`config.mk`:
```
export PLATFORM = sky130hd
export DESIGN_NAME = emperor_axi_lite_master
export DESIGN_NICKNAME = d
export VERILOG_FILES = /design/src/rtl/emperor_axi_lite_master.sv
export SDC_FILE = /design/constraint.sdc
export NUM_CORES = 1
export LEC_CHECK = 0
export CORE_MARGIN = 2
export CORE_UTILIZATION = 40
export DETAILED_ROUTE_END_ITERATION = 10
export PLACE_DENSITY = 0.79
export SKIP_LAST_GASP = 1
export SLEW_MARGIN = 20
export SYNTH_ARGS = -nofsm -noshare
export SYNTH_HDL_FRONTEND = slang
export SYNTH_SLANG_ARGS = --single-unit
```
`constraint.sdc`:
```
create_clock -name aclk -period 7 [get_ports aclk]
set_clock_uncertainty 0.15 [all_clocks]
set_input_delay 1.4 -clock aclk [delete_from_list [all_inputs] [get_ports aclk]]
set_output_delay 1.4 -clock aclk [all_outputs]
set_load 0.005 [all_outputs]
```
`src/rtl/emperor_axi_lite_master.sv`:
```
// AXI4-Lite initiator: turns a single-outstanding command/response port into AXI-Lite
// read and write transactions. Every AXI output is a register; VALIDs never look at READY.
module emperor_axi_lite_master #(
  parameter int         ADDR_W = 32,
  parameter int         DATA_W = 32,
  parameter logic [2:0] PROT   = 3'b000
) (
  input  logic                  aclk,
  input  logic                  arst,
  input  logic                  cmd_valid,
  output logic                  cmd_ready,
  input  logic                  cmd_write,
  input  logic [ADDR_W-1:0]     cmd_addr,
  input  logic [DATA_W-1:0]     cmd_wdata,
  input  logic [DATA_W/8-1:0]   cmd_wstrb,
  output logic                  rsp_valid,
  input  logic                  rsp_ready,
  output logic [DATA_W-1:0]     rsp_rdata,
  output logic [1:0]            rsp_resp,
  output logic                  rsp_write,
  output logic                  in_transaction,
  output logic                  transaction_type,
  output logic [ADDR_W-1:0]     M_AXI_awaddr,
  output logic [2:0]            M_AXI_awprot,
  output logic                  M_AXI_awvalid,
  input  logic                  M_AXI_awready,
  output logic [DATA_W-1:0]     M_AXI_wdata,
  output logic [DATA_W/8-1:0]   M_AXI_wstrb,
  output logic                  M_AXI_wvalid,
  input  logic                  M_AXI_wready,
  input  logic [1:0]            M_AXI_bresp,
  input  logic                  M_AXI_bvalid,
  output logic                  M_AXI_bready,
  output logic [ADDR_W-1:0]     M_AXI_araddr,
  output logic [2:0]            M_AXI_arprot,
  output logic                  M_AXI_arvalid,
  input  logic                  M_AXI_arready,
  input  logic [DATA_W-1:0]     M_AXI_rdata,
  input  logic [1:0]            M_AXI_rresp,
  input  logic                  M_AXI_rvalid,
  output logic                  M_AXI_rready
);

  localparam logic [2:0] S_IDLE    = 3'd0;
  localparam logic [2:0] S_WR      = 3'd1;
  localparam logic [2:0] S_WR_RESP = 3'd2;
  localparam logic [2:0] S_RD_ADDR = 3'd3;
  localparam logic [2:0] S_RD_DATA = 3'd4;
  localparam logic [2:0] S_RSP     = 3'd5;

  logic [2:0]          state_q, state_d;
  logic                cmd_ready_q, cmd_ready_d;
  logic [ADDR_W-1:0]   addr_q, addr_d;
  logic [DATA_W-1:0]   wdata_q, wdata_d;
  logic [DATA_W/8-1:0] wstrb_q, wstrb_d;
  logic                awvalid_q, awvalid_d;
  logic                wvalid_q, wvalid_d;
  logic                aw_done_q, aw_done_d;
  logic                w_done_q, w_done_d;
  logic                bready_q, bready_d;
  logic                arvalid_q, arvalid_d;
  logic                rready_q, rready_d;
  logic                rsp_valid_q, rsp_valid_d;
  logic [DATA_W-1:0]   rsp_rdata_q, rsp_rdata_d;
  logic [1:0]          rsp_resp_q, rsp_resp_d;
  logic                rsp_write_q, rsp_write_d;
  logic                in_trans_q, in_trans_d;
  logic                ttype_q, ttype_d;

  always_comb begin
    state_d     = state_q;
    cmd_ready_d = cmd_ready_q;
    addr_d      = addr_q;
    wdata_d     = wdata_q;
    wstrb_d     = wstrb_q;
    awvalid_d   = awvalid_q;
    wvalid_d    = wvalid_q;
    aw_done_d   = aw_done_q;
    w_done_d    = w_done_q;
    bready_d    = bready_q;
    arvalid_d   = arvalid_q;
    rready_d    = rready_q;
    rsp_valid_d = rsp_valid_q;
    rsp_rdata_d = rsp_rdata_q;
    rsp_resp_d  = rsp_resp_q;
    rsp_write_d = rsp_write_q;
    in_trans_d  = in_trans_q;
    ttype_d     = ttype_q;
    case (state_q)
      S_IDLE: begin
        if (cmd_valid && cmd_ready_q) begin
          addr_d      = cmd_addr;
          wdata_d     = cmd_wdata;
          wstrb_d     = cmd_wstrb;
          ttype_d     = cmd_write;
          in_trans_d  = 1'b1;
          cmd_ready_d = 1'b0;
          if (cmd_write) begin
            awvalid_d = 1'b1;
            wvalid_d  = 1'b1;
            state_d   = S_WR;
          end else begin
            arvalid_d = 1'b1;
            state_d   = S_RD_ADDR;
          end
        end
      end
      S_WR: begin
        // AW and W complete independently; bready opens only once both have.
        if (awvalid_q && M_AXI_awready) begin
          awvalid_d = 1'b0;
          aw_done_d = 1'b1;
        end
        if (wvalid_q && M_AXI_wready) begin
          wvalid_d = 1'b0;
          w_done_d = 1'b1;
        end
        if (aw_done_d && w_done_d) begin
          aw_done_d = 1'b0;
          w_done_d  = 1'b0;
          bready_d  = 1'b1;
          state_d   = S_WR_RESP;
        end
      end
      S_WR_RESP: begin
        if (M_AXI_bvalid && bready_q) begin
          bready_d    = 1'b0;
          rsp_resp_d  = M_AXI_bresp;
          rsp_rdata_d = '0;
          rsp_write_d = 1'b1;
          rsp_valid_d = 1'b1;
          state_d     = S_RSP;
        end
      end
      S_RD_ADDR: begin
        if (arvalid_q && M_AXI_arready) begin
          arvalid_d = 1'b0;
          rready_d  = 1'b1;
          state_d   = S_RD_DATA;
        end
      end
      S_RD_DATA: begin
        if (M_AXI_rvalid && rready_q) begin
          rready_d    = 1'b0;
          rsp_rdata_d = M_AXI_rdata;
          rsp_resp_d  = M_AXI_rresp;
          rsp_write_d = 1'b0;
          rsp_valid_d = 1'b1;
          state_d     = S_RSP;
        end
      end
      S_RSP: begin
        if (rsp_ready) begin
          rsp_valid_d = 1'b0;
          in_trans_d  = 1'b0;
          cmd_ready_d = 1'b1;
          state_d     = S_IDLE;
        end
      end
      default: begin
        state_d     = S_IDLE;
        cmd_ready_d = 1'b1;
      end
    endcase
  end

  always_ff @(posedge aclk or posedge arst) begin
    if (arst) begin
      state_q     <= S_IDLE;
      cmd_ready_q <= 1'b1;
      addr_q      <= '0;
      wdata_q     <= '0;
      wstrb_q     <= '0;
      awvalid_q   <= 1'b0;
      wvalid_q    <= 1'b0;
      aw_done_q   <= 1'b0;
      w_done_q    <= 1'b0;
      bready_q    <= 1'b0;
      arvalid_q   <= 1'b0;
      rready_q    <= 1'b0;
      rsp_valid_q <= 1'b0;
      rsp_rdata_q <= '0;
      rsp_resp_q  <= '0;
      rsp_write_q <= 1'b0;
      in_trans_q  <= 1'b0;
      ttype_q     <= 1'b0;
    end else begin
      state_q     <= state_d;
      cmd_ready_q <= cmd_ready_d;
      addr_q      <= addr_d;
      wdata_q     <= wdata_d;
      wstrb_q     <= wstrb_d;
      awvalid_q   <= awvalid_d;
      wvalid_q    <= wvalid_d;
      aw_done_q   <= aw_done_d;
      w_done_q    <= w_done_d;
      bready_q    <= bready_d;
      arvalid_q   <= arvalid_d;
      rready_q    <= rready_d;
      rsp_valid_q <= rsp_valid_d;
      rsp_rdata_q <= rsp_rdata_d;
      rsp_resp_q  <= rsp_resp_d;
      rsp_write_q <= rsp_write_d;
      in_trans_q  <= in_trans_d;
      ttype_q     <= ttype_d;
    end
  end

  assign cmd_ready        = cmd_ready_q;
  assign rsp_valid        = rsp_valid_q;
  assign rsp_rdata        = rsp_rdata_q;
  assign rsp_resp         = rsp_resp_q;
  assign rsp_write        = rsp_write_q;
  assign in_transaction   = in_trans_q;
  assign transaction_type = ttype_q;
  assign M_AXI_awaddr     = addr_q;
  assign M_AXI_awprot     = PROT;
  assign M_AXI_awvalid    = awvalid_q;
  assign M_AXI_wdata      = wdata_q;
  assign M_AXI_wstrb      = wstrb_q;
  assign M_AXI_wvalid     = wvalid_q;
  assign M_AXI_bready     = bready_q;
  assign M_AXI_araddr     = addr_q;
  assign M_AXI_arprot     = PROT;
  assign M_AXI_arvalid    = arvalid_q;
  assign M_AXI_rready     = rready_q;

endmodule

```
# Word level (Yosys, flattened, before mapping)
# Index checks and enable logic that the tools add are counted.
[totals]
reg_bits = 117
inputBits = 114
elab_cells = 107
latchBits = 0
output_inout_bits = 150
mem_bits_rw = 0
mem_count = 0
rom_bits = 0
[classes]
eq_ne = 15
n_div = 0
n_bitwise = 1
n_lt_le_gt_ge = 0
n_mul = 0
mux = 46
reduce_logical = 27
add_sub_neg = 0
shifts = 0
[op_table]
columns = ["op", "n"]
rows = [
  ["32-bit 2-to-1 mux", 2],
  ["32-bit one-hot mux with 2 select lines", 1],
  ["1-bit 2-to-1 mux", 23],
  ["2-bit inequality test (second input constant)", 10],
  ["3-bit 2-to-1 mux", 6],
  ["3-bit one-hot mux with 6 select lines", 1],
  ["4-bit AND reduction", 4],
  ["3-bit AND reduction", 5],
  ["1-bit one-hot mux with 2 select lines", 7],
  ["2-bit nonzero test", 6],
  ["1-bit logical AND", 7],
  ["3-bit by 2-bit == test with 1-bit output (second input constant)", 2],
  ["3-bit == test (second input constant)", 2],
  ["2-bit 2-to-1 mux", 3],
  ["1-bit one-hot mux with 3 select lines", 2],
  ["6-bit AND reduction", 1],
  ["2-bit one-hot mux with 2 select lines", 1],
  ["4-bit OR reduction", 1],
  ["3-bit by 1-bit == test with 1-bit output (second input constant)", 1],
  ["3-bit zero test", 1],
  ["3-bit nonzero test", 1],
  ["2-bit AND reduction", 1],
  ["1-bit inverter", 1],
]

# Longest topological paths before layout
# Gate-level depths: netlist (run 1).
[logic_depth]
word_depth = 6
depth_mapped = 7

# Worst setup path after synthesis (run 1)
# OpenSTA, ideal clock, no wires.
[synth_path]
path_kind = "input to register"
from = "input port cmd_valid"
to = "register addr_q[0], in the netlist M_AXI_araddr[0]"
t_arrival_ps = 2372
stages = 4
slack_ps = 4353
required_ps = 6725
path_buffers = 1
cell_sequence = "nand2_1 nor4_4 buf_2 mux2_2"
[synth_via]
elab_chain_cells = 2
[synth_rtl]
columns = ["element", "line_no", "text"]
rows = [
  ["from (decl)", "10", "input logic cmd_valid,"],
  ["1-bit logical AND", "91", "if (cmd_valid && cmd_ready_q) begin"],
  ["2-bit AND reduction (no line)", "-", ""],
  ["to (signal assigned)", "190", "addr_q <= addr_d;"],
  ["to (decl)", "53", "logic [ADDR_W-1:0] addr_q, addr_d;"],
]
# No other way between the ends.
# A chain may end at the register's enable or synchronous reset.

# Final worst setup path (run 1)
[layout_path]
from = "input port cmd_valid"
to = "register addr_q[4], in the netlist M_AXI_araddr[4]"
# The elaborated chain is that of the path after synthesis.

==> results of run 1 <==
per-layer routing:
metal	vias to the layer above	track usage, %
li1	1656	-
met1	1750	21.2
met2	166	35.0
met3	22	6.62
met4	0	7.40
met5	-	0
sequential cells by signal, indices dropped and copies added (netlist names), 2 cells and up:
register and cells:
state_q 3, M_AXI_wstrb 4, M_AXI_wdata 32, rsp_resp 2
M_AXI_araddr 32, rsp_rdata 32
cell usage after synthesis, drive strengths merged:
cell type  number  area share [%]
o22ai           1            0.13
and2            1            0.13
inv             5            0.38
a21o            1            0.15
a22o           32             5.7
nor4            1            0.44
a21oi          17             1.7
nand3b          1            0.15
a22oi           1            0.44
mux2i           3            0.61
buf            55             8.4
dfrtp         116              59
clkbuf          2            0.36
a2111oi         1            0.31
nor2b           1            0.13
nor2            9            0.69
mux2           69              16
nand2b          1            0.13
a31oi           3            0.38
conb            1           0.077
o21ai           9             1.0
nor3b           3             1.0
nand2          12            0.92
a211o           1            0.20
nand4b          2            0.67
dfstp           1            0.54
power breakdown:
group	internal (µW)	leakage (µW)	switching [µW]
clock	625	0.000312	285
combinational	55.8	0.00160	24.1
sequential	677	0.00162	0
final timing paths:
path / start / to / slack, ps / cells past startpoint
setup reg to reg: state_q[2] / M_AXI_araddr[4] / 4540 / 3
max in group asynchronous: arst / M_AXI_wdata[6] / 4100 / 3
setup / recovery: cmd_valid / M_AXI_araddr[4] / 3730 / 5
min in group asynchronous: arst / rsp_rdata[26] / 1280 / 2
hold / removal: rsp_resp[1] / rsp_resp[1] / 330 / 2
hold reg to reg: rsp_resp[1] / rsp_resp[1] / 330 / 2
layout make-up:
cell class	count	area, µm²	share of cell area [%]
Clock buffer	25	526	6.65
Inverter	5	21.3	0.269
Tap cell	147	184	2.33
Sequential cell	117	2930	37.1
Clock inverter	7	115	1.46
Timing Repair Buffer	260	2590	32.8
Multi-Input combinational cell	175	1530	19.4
stage by stage:
step	worst slack, ps	area, µm²	util [%]	instances
floorplan	2350	4910	-	354
global placement	3380	7260	60.7	704
detailed placement	3260	7260	60.7	704
CTS	3700	7900	66.1	736
global route	3620	7900	66.1	736
finish	3730	7900	66.1	736
kinds of logic after synthesis:
kind of cell | after synthesis | share of synthesized area (%)
flip-flops | 117 | 59.9
multiplexers | 72 | 16.5
AO/OA/AOI/OAI | 66 | 10.1
buffers and inverters | 62 | 9.14
AND/OR/NAND/NOR | 31 | 4.27
other | 1 | 0.0767
worst max-delay path, stage by stage:
cell	delay (ps)
clkdlybuf4s50_1	500
nand2_1	110
nor4_4	150
buf_4	710
mux2_2	420
==> out/metrics.cfg, run 1 <==
[outcome]
status=complete, no violations

[detailed_routing]
totalWireLength_um=12600
remaining_drc_errors=0
route.top_layer_used=met4
dr.first_iter.drc_count=141
first_pass_iters=4
m1WireLength_um=4570
drt-vias-per-instance=4.88
wire_per_inst_um=17.1
routed-via-count=3594
wl_met2_um=6860
dr_wl_met3_um=969
drtAntennaViolNets=0

[cts]
clk_latency_ps=400
cts_setup_buffers=0
root_buffer=clkbuf_16
cts_made_buffers=17
hold_buffers=0
cts_resized=0
cts.sinks=117
cts_buffer_depth=2
clkTransAtPathRegs_ps=50
cts_htree_levels=4
cts_tree=built

[synthesis]
ys_seq_area_share_pct=59.9
synth_area_um2=4890
ys_warn_count=0
ys_ff_latch=117
postSynthCellCount=349
avgSynthCellArea_um2=14.0
synth_cell_types=34

[global_route]
antenna_found_initial=0
track_usage_pct=19.5
grt_pass1_wl_um=19700
grt-ovfl-total=0
grt_pass1_vias=3778
grt_max_degree=73

[finish]
nNetsFinal=690
syn_to_final_growth_pct=61.7
mostFrequentLayoutCell=clkdlybuf4s50_1
drive_gt1_share_pct=18.5
nFillCells=936
n_antenna_cell=0
final_cell_mix=257 x clkdlybuf4s50_1, 116 x dfrtp_1, 63 x mux2_2

[floorplanning]
core_area_um2=12000
num_io_pins=264
initial_core_util_pct=40.9
die_area_um2=13100
rows=40
die_h_um=115
fp.dieW_um=115

[hold_path]
holdCritPathClass=reg2reg

[worst_setup_path]
arrival_ps=3400
crit_fanout=72
startpoint_type=primary input
critPathRequiredTime_ps=7130
path_class=in2reg
worst_setup_path_end_kind=flop

[timing]
setup_violations=0
fin_setup_tns_ps=0
whs_ps=328
fmax_ghz=0.306
fin_crit_ps=3270
hold_viol=0
relSlewSlack_pct=38.3
tightestPinTransition_ps=926
drv_slew=0
period_share_pct=46.7
rsz0062_at_grt=no

[placed_design]
dpl.hpwl_um=9230
io_buffers=257
finalWeightedCongestion=0.785

[power_and_ir_drop]
leakagePower_uw=0.00353
p_total_uw=1670
cellPowerDensity_nw_per_um2=211
irDropWorstVdd_uv=122

[run]
max_cap_violations=0

(Power assumes the default switching activity.)
==> run 2: changes to the inputs <==
Settings changed: CORE_UTILIZATION 40 to 35, PLACE_DENSITY 0.79 to 0.73.
Clock period 7 ns to 3 ns, I/O delays scaled along.
==> run 2 against run 1 <==
  * Cell count grew 4.8%
  * Global-route usage shrank 3.7 points
  * Critical path depth is the same
  * First-iteration DRC count shrank 14%
  * Hold slack lost 5.6 ps
  * Utilization shrank 8.0 points
  * Flip-flop and latch count is the same
  * Critical endpoint is now rsp_rdata[23]
  * Largest power group unchanged
==> out/metrics.cfg, run 2 (same netlist as run 1, synthesis figures left out) <==
[detailed_routing]
totalWireLength_um=11900  ; was 12600 µm
first_pass_iters=4  ; unchanged
drtAntennaViolNets=0  ; unchanged
remaining_drc_errors=0  ; unchanged
drt-vias-per-instance=4.73  ; was 4.88
dr.first_iter.drc_count=121  ; was 141
routed-via-count=3650  ; was 3594
wire_per_inst_um=15.4  ; was 17.1 µm

[worst_setup_path]
arrival_ps=2400  ; was 3400 ps
path_cells=nor3b_4 -> a22oi_4 -> and2_1 -> buf_4 -> a22o_1  ; was clkdlybuf4s50_1 -> nand2_1 -> nor4_4 -> buf_4 -> mux2_2
critPathRequiredTime_ps=3130  ; was 7130 ps
critical-path-top-delay-family=flip-flops  ; was buffers and inverters
reg2reg_slack_ps=730  ; was 4540 ps
critPathSlowestCell=dfrtp_1  ; was buf_4
startpoint_type=flop  ; was primary input
crit_buf_inv=1  ; was 2
reg2reg_depth=5  ; was 3
path_class=reg2reg  ; was in2reg
r2r-start=state_q[2]  ; unchanged
crit_fanout=33  ; was 72
crit_path_max_incr_delay_ps=730  ; was 710 ps
worst_setup_path_end_kind=flop  ; unchanged
r2r-end=rsp_rdata[23]  ; was M_AXI_araddr[4]

[power_and_ir_drop]
pwr-share-clk_pct=54.9  ; was 54.6%
p_total_uw=3920  ; was 1670 µW
leakagePower_uw=0.00356  ; was 0.00353 µW
power_frac_comb_pct=4.8  ; about the same
swShare_pct=18.3  ; was 18.6%
p_int_uw=3200  ; was 1360 µW
p_seq_share_pct=40.3  ; was 40.6%
irDropWorstVdd_uv=269  ; was 122 µV
cellPowerDensity_nw_per_um2=491  ; was 211 nW/µm²
p_switching_uw=719  ; was 309 µW

[hold_path]
holdCritPathClass=in2async  ; was reg2reg

[placed_design]
io_buffers=257  ; unchanged
finalWeightedCongestion=0.843  ; was 0.785
dpl.hpwl_um=8730  ; was 9230 µm

[floorplanning]
die_area_um2=14900  ; was 13100 µm²
die_h_um=122  ; was 115 µm
rows=43  ; was 40
num_io_pins=264  ; unchanged
initial_core_util_pct=35.5  ; was 40.9%
fp.dieW_um=122  ; was 115 µm
core_area_um2=13800  ; was 12000 µm²

[cts]
cts_buffer_depth=2  ; unchanged
cts.sinks=117  ; unchanged
cts_htree_levels=4  ; unchanged
cts_tree=built  ; unchanged
root_buffer=clkbuf_16  ; unchanged
cts_setup_buffers=0  ; unchanged
clkTransAtPathRegs_ps=60  ; was 50 ps
clk_latency_ps=400  ; about the same
hold_buffers=0  ; unchanged
cts_made_buffers=17  ; unchanged
cts_resized=0  ; unchanged

[timing]
relSlewSlack_pct=58.7  ; was 38.3%
fin_setup_tns_ps=0  ; unchanged
drv_slew=0  ; unchanged
fin_crit_ps=2270
tightestPinTransition_ps=619  ; was 926 ps
hold_viol=0  ; unchanged
setup_violations=0  ; unchanged
period_share_pct=75.6
rsz0062_at_grt=no  ; unchanged
fmax_ghz=0.441
whs_ps=323  ; was 328 ps

[finish]
drive_gt1_share_pct=18.8  ; was 18.5%
syn_to_final_growth_pct=63.5  ; was 61.7%
nNetsFinal=693  ; was 690
final_cell_mix=257 x clkdlybuf4s50_1, 116 x dfrtp_1, 63 x mux2_2  ; unchanged
mostFrequentLayoutCell=clkdlybuf4s50_1  ; unchanged
n_antenna_cell=0  ; unchanged

[global_route]
grt_pass1_vias=3652  ; was 3778
track_usage_pct=15.8  ; was 19.5%
antenna_found_initial=0  ; unchanged
met2_usage_pct=26.3  ; was 35.0%
grt-ovfl-total=0  ; unchanged
grt_pass1_wl_um=18300  ; was 19700 µm
grt_max_degree=73  ; unchanged
met1_usage_pct=18.8  ; was 21.2%
grt_most_used_layer=met2  ; unchanged
met3_usage_pct=5.10  ; was 6.62%

[run]
max_cap_violations=0  ; unchanged

[outcome]
status=complete, no violations  ; unchanged

==> run 2: metal layers <==
layer / vias to the layer above / wire length [µm]
met5: - / 0
met4: 0 / 254
met3: 21 / 970
met2: 188 / 5980
met1: 1786 / 4660
li1: 1655 / -
==> run 2: worst max path at each step <==
stage | endpoint | startpoint | slack, ps | cells past startpoint
finish | rsp_rdata[23] | state_q[2] | 730 | 5
CTS | rsp_rdata[23] | state_q[2] | 750 | 5
global route | rsp_resp[1] | state_q[2] | 580 | 6
floorplan | M_AXI_araddr[0] | arst | 820 | 1
detailed placement | M_AXI_araddr[22] | cmd_valid | 480 | 5
global placement | M_AXI_araddr[18] | cmd_valid | 540 | 5
==> run 2: power by group through the flow <==
| stage | clock network [µW] | logic, µW | registers, µW |
|---|---|---|---|
| after CTS | 2200 | 193 | 1580 |
| after global routing | 2280 | 206 | 1580 |
| after global placement | 0 | 190 | 1610 |
| after floorplan | 0 | 33.7 | 1610 |
| after detailed placement | 0 | 192 | 1610 |
| final | 2150 | 189 | 1580 |
==> run 2: area by class of cell <==
type,count,area [µm²]
Clock buffer,22,494
Clock inverter,9,148
Fill cell,1140,5780
Inverter,5,22.5
Multi-Input combinational cell,175,1530
Sequential cell,117,2930
Tap cell,180,225
Timing Repair Buffer,263,2640
==> run 2: through the flow <==
stage / std cells / setup WS [ps] / util (%) / area, µm²
after floorplan: 354 / 823 / - / 4910
after global placement: 740 / 536 / 53.4 / 7350
after detailed placement: 740 / 485 / 53.4 / 7350
after CTS: 771 / 747 / 58.0 / 7990
after global routing: 771 / 579 / 58.0 / 7990
final: 771 / 731 / 58.0 / 7990
==> run 3: changes to the inputs <==
Settings changed: CORE_UTILIZATION 35 to 39, PLACE_DENSITY 0.73 to 0.77.
Clock period 3 ns to 2.15 ns, I/O delays scaled along.
==> run 3 against run 2 <==
  * Flip-flop and latch count unchanged
  * Largest power group unchanged
  * Cell count is 0.13% lower
  * Critical path type is now reg2out
  * Routed wire length grew 10%
  * Critical endpoint is now cmd_ready
  * First-iteration DRC count rose by 26%
  * Clock power rose by 39%
  * Register-to-register slack worse by 540 ps
  * Combinational power rose by 44%
  * Design area up 1.3%
  * Hold slack got worse by 130 ps
  * Non-clock buffer count grew 10
==> out/metrics.cfg, run 3 (same netlist as run 1, synthesis figures left out) <==
[floorplanning]
die_area_um2=13400  ; was 14900 µm²
die_h_um=116  ; was 122 µm
core_area_um2=12100  ; was 13800 µm²
initial_core_util_pct=40.4  ; was 35.5%
num_io_pins=264  ; unchanged
fp.dieW_um=116  ; was 122 µm
rows=40  ; was 43

[power_and_ir_drop]
power_frac_comb_pct=5.0  ; was 4.8%
pwr-share-clk_pct=54.6  ; was 54.9%
swShare_pct=19.0  ; was 18.3%
p_int_uw=4420  ; was 3200 µW
p_seq_share_pct=40.4  ; was 40.3%
irDropWorstVdd_uv=379  ; was 269 µV
leakagePower_uw=0.00362  ; was 0.00356 µW
cellPowerDensity_nw_per_um2=674  ; was 491 nW/µm²
p_total_uw=5460  ; was 3920 µW
p_switching_uw=1040  ; was 719 µW

[detailed_routing]
routed-via-count=3693  ; was 3650
first_pass_iters=4  ; unchanged
drt-vias-per-instance=4.80  ; was 4.73
totalWireLength_um=13100  ; was 11900 µm
remaining_drc_errors=0  ; unchanged
wire_per_inst_um=17.0  ; was 15.4 µm
dr.first_iter.drc_count=153  ; was 121
drtAntennaViolNets=0  ; unchanged

[global_route]
grt_pass1_wl_um=19400  ; was 18300 µm
met3_usage_pct=5.75  ; was 5.10%
grt_pass1_vias=3830  ; was 3652
track_usage_pct=19.0  ; was 15.8%
antenna_found_initial=0  ; unchanged
grt_max_degree=65  ; was 73
grt-ovfl-total=0  ; unchanged
met2_usage_pct=34.9  ; was 26.3%
grt_most_used_layer=met2  ; unchanged
met1_usage_pct=20.6  ; was 18.8%

[worst_setup_path]
critPathSlowestCell=dfstp_2  ; was dfrtp_1
crit_path_max_incr_delay_ps=560  ; was 730 ps
r2r-end=M_AXI_wdata[24]  ; was rsp_rdata[23]
reg2reg_slack_ps=190  ; was 730 ps
crit_start=cmd_ready  ; was state_q[2]
worst_setup_path_end_kind=output pin  ; was flop
reg2reg_depth=4  ; was 5
r2r-start=state_q[0]  ; was state_q[2]
crit_fanout=5  ; was 33
critPathRequiredTime_ps=1570  ; was 3130 ps
crit_buf_inv=1  ; unchanged
arrival_ps=1480  ; was 2400 ps
path_cells=clkdlybuf4s50_1  ; was nor3b_4 -> a22oi_4 -> and2_1 -> buf_4 -> a22o_1
startpoint_type=flop  ; unchanged
path_depth=1  ; was 5
endpoint=cmd_ready  ; was rsp_rdata[23]
path_class=reg2out  ; was reg2reg
critical-path-top-delay-family=flip-flops  ; unchanged

[cts]
cts_buffer_depth=2  ; unchanged
cts_made_buffers=17  ; unchanged
cts_htree_levels=4  ; unchanged
clkTransAtPathRegs_ps=50  ; was 60 ps
cts_setup_buffers=0  ; unchanged
clk_latency_ps=410  ; was 400 ps
root_buffer=clkbuf_16  ; unchanged
cts_tree=built  ; unchanged
cts_resized=0  ; unchanged
cts.sinks=117  ; unchanged
hold_buffers=0  ; unchanged

[finish]
nNetsFinal=703  ; was 693
drive_gt1_share_pct=19.8  ; was 18.8%
mostFrequentLayoutCell=clkdlybuf4s50_1  ; unchanged
nFillCells=922  ; was 1140
final_cell_mix=257 x clkdlybuf4s50_1, 116 x dfrtp_1, 63 x mux2_2  ; unchanged
n_antenna_cell=0  ; unchanged
fin_area_um2=8100  ; was 7990 µm²
syn_to_final_growth_pct=65.7  ; was 63.5%
final_util_pct=66.9  ; was 58.0%

[placed_design]
placed_cell_area_um2=7470  ; was 7350 µm²
finalWeightedCongestion=0.781  ; was 0.843
io_buffers=257  ; unchanged
dpl.hpwl_um=9770  ; was 8730 µm

[timing]
fin_crit_ps=2060
fmax_ghz=0.485
setup_violations=0  ; unchanged
relSlewSlack_pct=60.7  ; was 58.7%
fin_setup_tns_ps=0  ; unchanged
rsz0062_at_grt=no  ; unchanged
period_share_pct=95.8
hold_viol=0  ; unchanged
drv_slew=0  ; unchanged
tightestPinTransition_ps=590  ; was 619 ps

[outcome]
status=complete, no violations  ; unchanged

[run]
max_cap_violations=0  ; unchanged

[hold_path]
holdCritPathClass=in2async  ; unchanged

[run 3: cell types whose count changed in the layout (fill, tap and decap cells not counted)]
cell	delta
clkbuf_8	-2
clkinv_4	+1
buf_4	+5
clkinvlp_4	-1
clkbuf_1	+3
buf_12	+5
[run 3: how the worst min path moves through the flow]
stage / to / slack (ps) / cells past startpoint
CTS: rsp_rdata[4] / 190 / 2
floorplan: aw_done_q / 310 / 2
global route: rsp_resp[0] / 220 / 2
global placement: M_AXI_wdata[18] / 320 / 1
finish: rsp_rdata[4] / 190 / 2
detailed placement: M_AXI_wdata[15] / 320 / 1
[run 3: final cells by class]
cell class                      count  area, µm²  area share (%)
Inverter                            5       22.5           0.278
Sequential cell                   117       2930            36.2
Multi-Input combinational cell    175       1530            18.9
Tap cell                          168        210            2.59
Timing Repair Buffer              273       2780            34.3
Clock inverter                      9        149            1.84
Clock buffer                       23        478            5.90
[run 3: power groups by stage]
stage	logic (µW)	clock network [µW]	registers, µW
5_1_grt	293	3130	2200
6_report	272	2980	2200
3_3_place_gp	267	0	2240
3_5_place_dp	274	0	2240
4_1_cts	276	3030	2200
2_1_floorplan	47.0	0	2240
[run 3: routing by layer]
metal  share of wire, %  vias to the layer above
met1                 37                     1815
met4                1.8                        0
met3                7.9                       19
met5                  0                        -
li1                   -                     1680
met2                 54                      179
[run 3: through the flow]
stage               worst slack [ps]  hold slack, ps  instances
floorplan                        143             313        354
global placement               -59.1             319        738
detailed placement             -85.0             324        738
CTS                             78.3             195        770
global route                    49.3             215        770
finish                          89.4             189        770
